**src/rtl/wb_queue_pkg.sv**
```systemverilog
// Shared types and constants for the writeback queue.
// An entry is one pending register-file write: destination plus full 64-bit data.
package wb_queue_pkg;

  localparam int REG_ADDR_W = 6;
  localparam int WB_DATA_W  = 64;

  localparam logic [REG_ADDR_W-1:0] HILO_ADDR = 6'd32;
  localparam logic [REG_ADDR_W-1:0] ZERO_ADDR = 6'd0;

  typedef struct packed {
    logic [REG_ADDR_W-1:0] waddr;
    logic [WB_DATA_W-1:0]  wdata;
  } entry_t;

endpackage

```
**src/rtl/wb_queue.sv**
```systemverilog
// In-order writeback queue: accepts up to two results per cycle, buffers them
// in a circular array and retires up to two per cycle onto registered write ports.
module wb_queue
  import wb_queue_pkg::*;
#(
  parameter int DEPTH = 8
) (
  input  logic                       clk,
  input  logic                       resetn,
  input  logic                       in0_valid,
  input  logic [REG_ADDR_W-1:0]      in0_waddr,
  input  logic [WB_DATA_W-1:0]       in0_wdata,
  input  logic                       in1_valid,
  input  logic [REG_ADDR_W-1:0]      in1_waddr,
  input  logic [WB_DATA_W-1:0]       in1_wdata,
  output logic                       in_ready,
  input  logic                       wb_stall,
  output logic                       we0,
  output logic [REG_ADDR_W-1:0]      waddr0,
  output logic [WB_DATA_W-1:0]       wdata0,
  output logic                       we1,
  output logic [REG_ADDR_W-1:0]      waddr1,
  output logic [WB_DATA_W-1:0]       wdata1,
  output logic [$clog2(DEPTH):0]     count
);

  localparam int PW = $clog2(DEPTH);
  localparam int CW = PW + 1;

  entry_t          r_mem [DEPTH];
  logic [PW-1:0]   r_head;
  logic [PW-1:0]   r_tail;
  logic [CW-1:0]   r_count;
  logic            r_we0;
  logic            r_we1;
  entry_t          r_port0;
  entry_t          r_port1;

  logic            w_acc0;
  logic            w_acc1;
  entry_t          w_in [2];
  entry_t          w_cand [4];
  int              w_buf;
  int              w_nin;
  int              w_ret;
  int              w_pop;
  int              w_skip;
  int              w_nstore;

  assign in_ready = (r_count <= CW'(DEPTH - 2));

  // Candidates are the two oldest buffered entries followed by the compacted
  // accepted inputs; the first two retire, the unretired inputs go to the tail.
  always_comb begin
    w_acc0   = in_ready && in0_valid && (in0_waddr != ZERO_ADDR);
    w_acc1   = in_ready && in1_valid && (in1_waddr != ZERO_ADDR);
    w_in[0]  = '{waddr: in0_waddr, wdata: in0_wdata};
    w_in[1]  = '{waddr: in1_waddr, wdata: in1_wdata};
    w_nin    = int'(w_acc0) + int'(w_acc1);
    if (!w_acc0) w_in[0] = w_in[1];
    w_buf    = (r_count >= CW'(2)) ? 2 : int'(r_count);
    for (int i = 0; i < 4; i++) begin
      w_cand[i] = '0;
      if (i < w_buf) begin
        w_cand[i] = r_mem[r_head + PW'(i)];
      end else if ((i - w_buf) < w_nin) begin
        w_cand[i] = w_in[(i - w_buf) & 1];
      end
    end
    w_ret = 0;
    w_pop = 0;
    if (!wb_stall) begin
      w_ret = ((w_buf + w_nin) > 2) ? 2 : (w_buf + w_nin);
      w_pop = w_buf;
    end
    w_skip   = w_ret - w_pop;
    w_nstore = w_nin - w_skip;
  end

  always_ff @(posedge clk or negedge resetn) begin
    if (!resetn) begin
      r_head  <= '0;
      r_tail  <= '0;
      r_count <= '0;
      r_we0   <= 1'b0;
      r_we1   <= 1'b0;
      r_port0 <= '0;
      r_port1 <= '0;
    end else begin
      r_head  <= r_head + PW'(w_pop);
      r_tail  <= r_tail + PW'(w_nstore);
      r_count <= r_count - CW'(w_pop) + CW'(w_nstore);
      r_we0   <= (w_ret >= 1);
      r_we1   <= (w_ret >= 2);
      if (w_ret >= 1) r_port0 <= w_cand[0];
      if (w_ret >= 2) r_port1 <= w_cand[1];
    end
  end

  // Storage needs no reset: count alone says which slots hold live entries.
  always_ff @(posedge clk) begin
    if (w_nstore >= 1) r_mem[r_tail] <= w_in[w_skip & 1];
    if (w_nstore >= 2) r_mem[r_tail + PW'(1)] <= w_in[1];
  end

  assign we0    = r_we0;
  assign waddr0 = r_port0.waddr;
  assign wdata0 = r_port0.wdata;
  assign we1    = r_we1;
  assign waddr1 = r_port1.waddr;
  assign wdata1 = r_port1.wdata;
  assign count  = r_count;

endmodule

```
**config.mk**
```make
export PLATFORM = sky130hd
export DESIGN_NAME = wb_queue
export DESIGN_NICKNAME = d
export VERILOG_FILES = /design/src/rtl/wb_queue_pkg.sv /design/src/rtl/wb_queue.sv
export SDC_FILE = /design/constraint.sdc
export NUM_CORES = 2
export LEC_CHECK = 0
export BUFFER_PORTS_ARGS = -buffer_cell sky130_fd_sc_hd__buf_2
export CORE_ASPECT_RATIO = 1.1
export CORE_MARGIN = 5
export CORE_UTILIZATION = 59
export DETAILED_ROUTE_END_ITERATION = 8
export PLACE_DENSITY = 0.78
export SETUP_SLACK_MARGIN = 0.4
export SLEW_MARGIN = 20
export SYNTH_ARGS = -nofsm -noshare
export SYNTH_HDL_FRONTEND = slang
export SYNTH_SLANG_ARGS = --single-unit
```
**constraint.sdc**
```tcl
create_clock -name clk -period 16.4 [get_ports clk]
set_input_delay 3.28 -clock clk [delete_from_list [all_inputs] [get_ports clk]]
set_output_delay 3.28 -clock clk [all_outputs]
set_load 0.05 [all_outputs]
```
### Yosys cells after proc, flatten, opt, wreduce, memory -nomap -nowiden

Memories as Yosys holds them, arrays and structs flattened.
Cells that the tools add are included.

| storage, ports and cells | value |
|---|---|
| output and inout bits | 147 |
| bits in writable memories | 560 |
| register bits | 152 |
| memories | 1 |

Memory list:

| name | words | width | rd ports | clocked after Yosys merged registers in | write ports | RTL line | source |
|---|---|---|---|---|---|---|---|
| r_mem | 8 | 70 | 2 | 0 | 2 | wb_queue.sv:30 | `entry_t r_mem [DEPTH];` |

| operators by class | value |
|---|---|
| reductions and logical operators | 6 |
| order comparisons | 14 |
| bitwise gates (word level) | 3 |
| muxes and demuxes | 22 |
| add/subtract/negate cells | 12 |

Operator list:

| cell | count |
|---|---|
| 2-to-1 mux 70 bit | 14 |
| greater-or-equal comparator 32 x 2 -> 1 bit (second input constant) | 5 |
| NOT 1 -> 32 bit | 3 |
| greater-or-equal comparator 32 x 3 -> 1 bit (second input constant) | 2 |
| less-than comparator 32 x 3 -> 1 bit | 2 |
| greater-than comparator 32 x 3 -> 1 bit (second input constant) | 1 |
| subtractor 3 x 32 -> 32 bit | 1 |
| subtractor 32 bit | 1 |
| nonzero test 6 bit | 2 |
| 2-to-1 mux 5 bit | 2 |
| subtractor 1 x 4 -> 5 bit (first input constant) | 2 |
| less-than comparator 1 x 4 -> 1 bit (first input constant) | 2 |
| 2-to-1 mux 4 bit | 2 |
| adder 3 x 1 -> 3 bit (second input constant) | 2 |
| adder 3 bit | 2 |
| adder 4 x 2 -> 5 bit | 1 |
| adder 4 bit | 1 |
| greater-or-equal comparator 4 x 2 -> 1 bit (second input constant) | 1 |
| less-or-equal comparator 4 x 3 -> 1 bit (second input constant) | 1 |
| logical AND 1 bit | 4 |
| 2-to-1 mux 1 bit | 4 |
| subtractor 4 bit | 1 |
| adder 1 x 1 -> 2 bit | 1 |

### Longest topological paths before layout

| logic depth | value |
|---|---|
| word-level depth | 13 |
| depth in mapped cells | 25 |
| gate-level depth less buffers | 24 |

### Worst setup path before layout

Ideal clock, no wire load.

| path | value |
|---|---|
| kind | input port to flip-flop |
| start | in in1_waddr[4] |
| end | mem r_mem[3][0] (netlist name) (enable) |
| slack | 4.579 ns |
| arrival | 11.300 ns |
| path buffers | 4 |
| cell stages on the path | 20 |
| data required time | 15.878 ns |
| path through | or4_1 > o311a_1 > ha_1 > ha_1 > ha_1 > nor3_1 > nor2_1 > clkbuf_1 > clkbuf_1 > fa_1 > a21o_2 > a21oi_1 > ha_1 > nor2b_1 > a32oi_1 > a2111o_1 > buf_6 > nand4_2 > buf_2 > a21oi_1 |

RTL lines:

| element | RTL line | source |
|---|---|---|
| start, declared | wb_queue.sv:14 | `input logic [REG_ADDR_W-1:0] in1_waddr,` |
| end, declared | wb_queue.sv:30 |  |

==> impl_results.md <==
- Outcome: finished clean
- RSZ-0062 raised after global routing: no
- Post-Route Skew: between 15 and 20 ps
- Final Setup Violations: 0
- DR iter-0 viols: ~2.8k
- Crit-path max cell delay: between 800 and 900 ps
- Worst EP required: between 15,000 and 20,000 ps
- WL final: 115.7 mm
- CP bufs+invs: 5
- Max-capacitance violation count: 0
- Initial antenna violation count: 7
- Post-CTS resize count: 0
- Area contributors post-synth: edfxtp_1 40%, mux2_2 15%, mux4_2 15%
- Worst relative slew slack: 20.02%
- Reg clk slew, reported paths: about 60 ps
- Syn Std Cell Area: 41,860 sq um
- Skew-Pair Late Insertion Delay: 620 ps
- Root buffer cell: clkbuf_16
- Worst path top cell family by delay: simple AND/OR/NAND/NOR gates
- Crit path top cell by count: ha_1
- Fin nets: 2,929
- Layout area overhead: 10.19%
- Register bit total from synthesis: 712
- First-pass GRT wire length: 174.9 mm
- CTS tree: yes
- Period minus WS final: 11,160 ps
- Crit path max-delay cell type: nand4_4
- Global-route usage over all layers: 29.83%
- Synth Flop Type: edfxtp_1
- Layout cell share with drive strength beyond 1: 49.15%
- Core area: 70,320 sq um
- Final ANT Viol Nets: 0
- Crit Path Category: input pin to flip-flop
- Synth Instances: 2,626
- CTS H-tree lvls: 3
- Critical Path AT: around 11,000 ps
- Area of placed instances: 43,790 sq um
- Synth Warn #: 0
- VDD IR max: ~180 uV
- Cts bufs inserted: 76
- Hold-fix buffers, CTS: 0
- CTS Sinks: 712
- Pwr Density: between 200 and 250 nW/um^2
- Synth top area share: 40.17%
- Final RePlAce weighted congestion: approximately 0.83
- Die width: ~260 um
- Rows: 102
- Setup crit start kind: input pin
- CP max FO: 68
- Post-Syn Area per Cell: 15.94 sq um
- Sequential share of the synthesized area: 49.26%
- Io pins: between 200 and 300
- Largest area contributor in the netlist: edfxtp_1
- Overflow after GRT: 0
- Total number of vias: 26.54k
- Post-route cell area: roughly 46,000 sq um
- Setup TNS: 0 ps
- Most common cell after layout, fill and taps aside: mux2_2
- Crit end category: flip-flop
- Final hold vios: 0
- Fin crit share: between 60% and 70%
- Die area: 76,380 sq um
- DRC: 0
- Post-CTS Setup Bufs: 0
- Worst-path cell chain: buf_2 > nor4_1 > nand2_1 > nand3_4 > inv_2 > ha_1 > ha_1 > ha_1 > nor3_1 > nor2_4 > buf_4 > fa_1 > a21o_2 > a21oi_1 > ha_1 > nor2b_1 > a32oi_1 > a2111o_1 > nand4_4 > a21oi_4 > buf_4 > buf_4
- Vias in the first global route: 28.23k
- Leakage: 16.92 nW
- Fmax: roughly 90 MHz
- Post-synth EDFFs: between 500 and 600
- Worst min-delay path class: flip-flop to flip-flop
- Commonest cells after routing, fill and taps aside: 561 x mux2_2, 560 x edfxtp_1, 290 x buf_2
- Yosys cell types: between 50 and 60
- Async S/R FF share, synth: 21.35%
- Drt via density: 7.079
- Drt wl/cell: 30.86 um
- Clock buffer depth: 3
- Utilization after layout: about two thirds
- Die height: approximately 290 um
- Number of I/O port buffers: 291
- Slew @ Worst Pin: approximately 1200 ps
- First drt pass iteration count: 5
- Max-slew violations: 0
- Largest net degree at the start of global routing: 93
- Initial core utilization: 59.53%
- DP HPWL: 66.65 mm
-- cell usage after synthesis, types with 19 or more instances --
master      n
buf_1      45
buf_2      54
clkbuf_1  184
dfrtp_1   152
edfxtp_1  560
ha_1       26
inv_1      19
mux2_2    561
mux2_4     69
mux2i_1   280
mux4_2    280
o21a_1    141
o221ai_1  140
-- cell families (layout without fill, tap and decap cells) --
kind of cell               count (synthesis)  in the layout  share of synthesized area, %
buffers and inverters                    312            490                         3.267
adders and majority gates                 32             32                         1.064
xor gates and xnor gates                  13             13                        0.2720
muxes                                   1190           1190                         39.33
AOI/OAI and AO/OA                        307            307                         5.912
other                                      2             11                       0.01794
and+or+nand+nor                           58             58                        0.8818
DFF                                      712            712                         49.26
-- path summary, 6_finish.rpt --
kind                                         from  depth (start not counted)  slack (ps)                      to
setup reg to reg               count[2]$_DFF_PN0_                         22        6740  r_mem[7][26]$_DFFE_PP_
hold reg to reg            wdata0[36]$_DFFE_PN0P_                          1         480  wdata0[36]$_DFFE_PN0P_
hold / removal             wdata0[36]$_DFFE_PN0P_                          1         480  wdata0[36]$_DFFE_PN0P_
max in group asynchronous                  resetn                          2       12210  wdata1[57]$_DFFE_PN0P_
min in group asynchronous                  resetn                          1        2780  wdata1[26]$_DFFE_PN0P_
setup / recovery                     in0_waddr[2]                         22        5240  r_mem[7][26]$_DFFE_PP_
-- worst register-to-register path, stage by stage, from the launching register on --
cell	delay, ps
dfrtp_1	440
a31oi_1	790
nand3_4	660
inv_2	540
ha_1	280
inv_1	70
ha_1	270
inv_1	40
ha_1	280
nor3_1	690
nor2_4	20
buf_4	380
fa_1	590
a21o_2	210
a21oi_1	240
ha_1	310
nor2b_1	160
a32oi_1	200
a2111o_1	570
nand4_4	880
a21oi_4	340
buf_4	550
buf_4	710
-- power by group --
group          total (mW)  internal (mW)  switching, mW
Combinational        6.28           2.74           3.55
Clock                1.66          0.939          0.716
Sequential           3.56           3.09          0.469
Total                11.5           6.77           4.73
-- flip-flops by register name, summed over array words and instances (netlist names) --
signal / cells
count: 4
we0: 1
wdata1: 64
r_head: 3
r_mem: 560
we1: 1
waddr1: 6
r_tail: 3
wdata0: 64
waddr0: 6
-- area by class of cell --
type                            instances  area, sq um
Antenna cell                            3        7.507
Clock buffer                          105         2093
Clock inverter                         31        230.2
Fill cell                            4857        24190
Inverter                               20        75.07
Multi-Input combinational cell       1608        20130
Sequential cell                       712        20630
Tap cell                              936         1171
Timing Repair Buffer                  334         1789
-- stage by stage --
stage	setup WS (ps)	hold slack [ps]	instances	power, mW
5_1_grt	4758	494.9	3747	12.00
6_report	5244	481.5	3749	11.50
3_5_place_dp	4729	475.0	3610	9.816
3_3_place_gp	4834	467.0	3610	9.618
4_1_cts	5338	487.5	3746	11.49
2_1_floorplan	4579	501.8	2632	8.128
-- metal layers --
layer | part of all wire [%] | GRT usage (%) | routed length, um | up-vias
li1 | - | - | - | 10980
met2 | 50 | 50.10 | 57340 | 1457
met1 | 38 | 39.88 | 43780 | 13850
met5 | 0.029 | 0 | 34 | -
met4 | 3.6 | 10.65 | 4169 | 6
met3 | 9.0 | 5.130 | 10370 | 249
(Power assumes the default switching activity.)
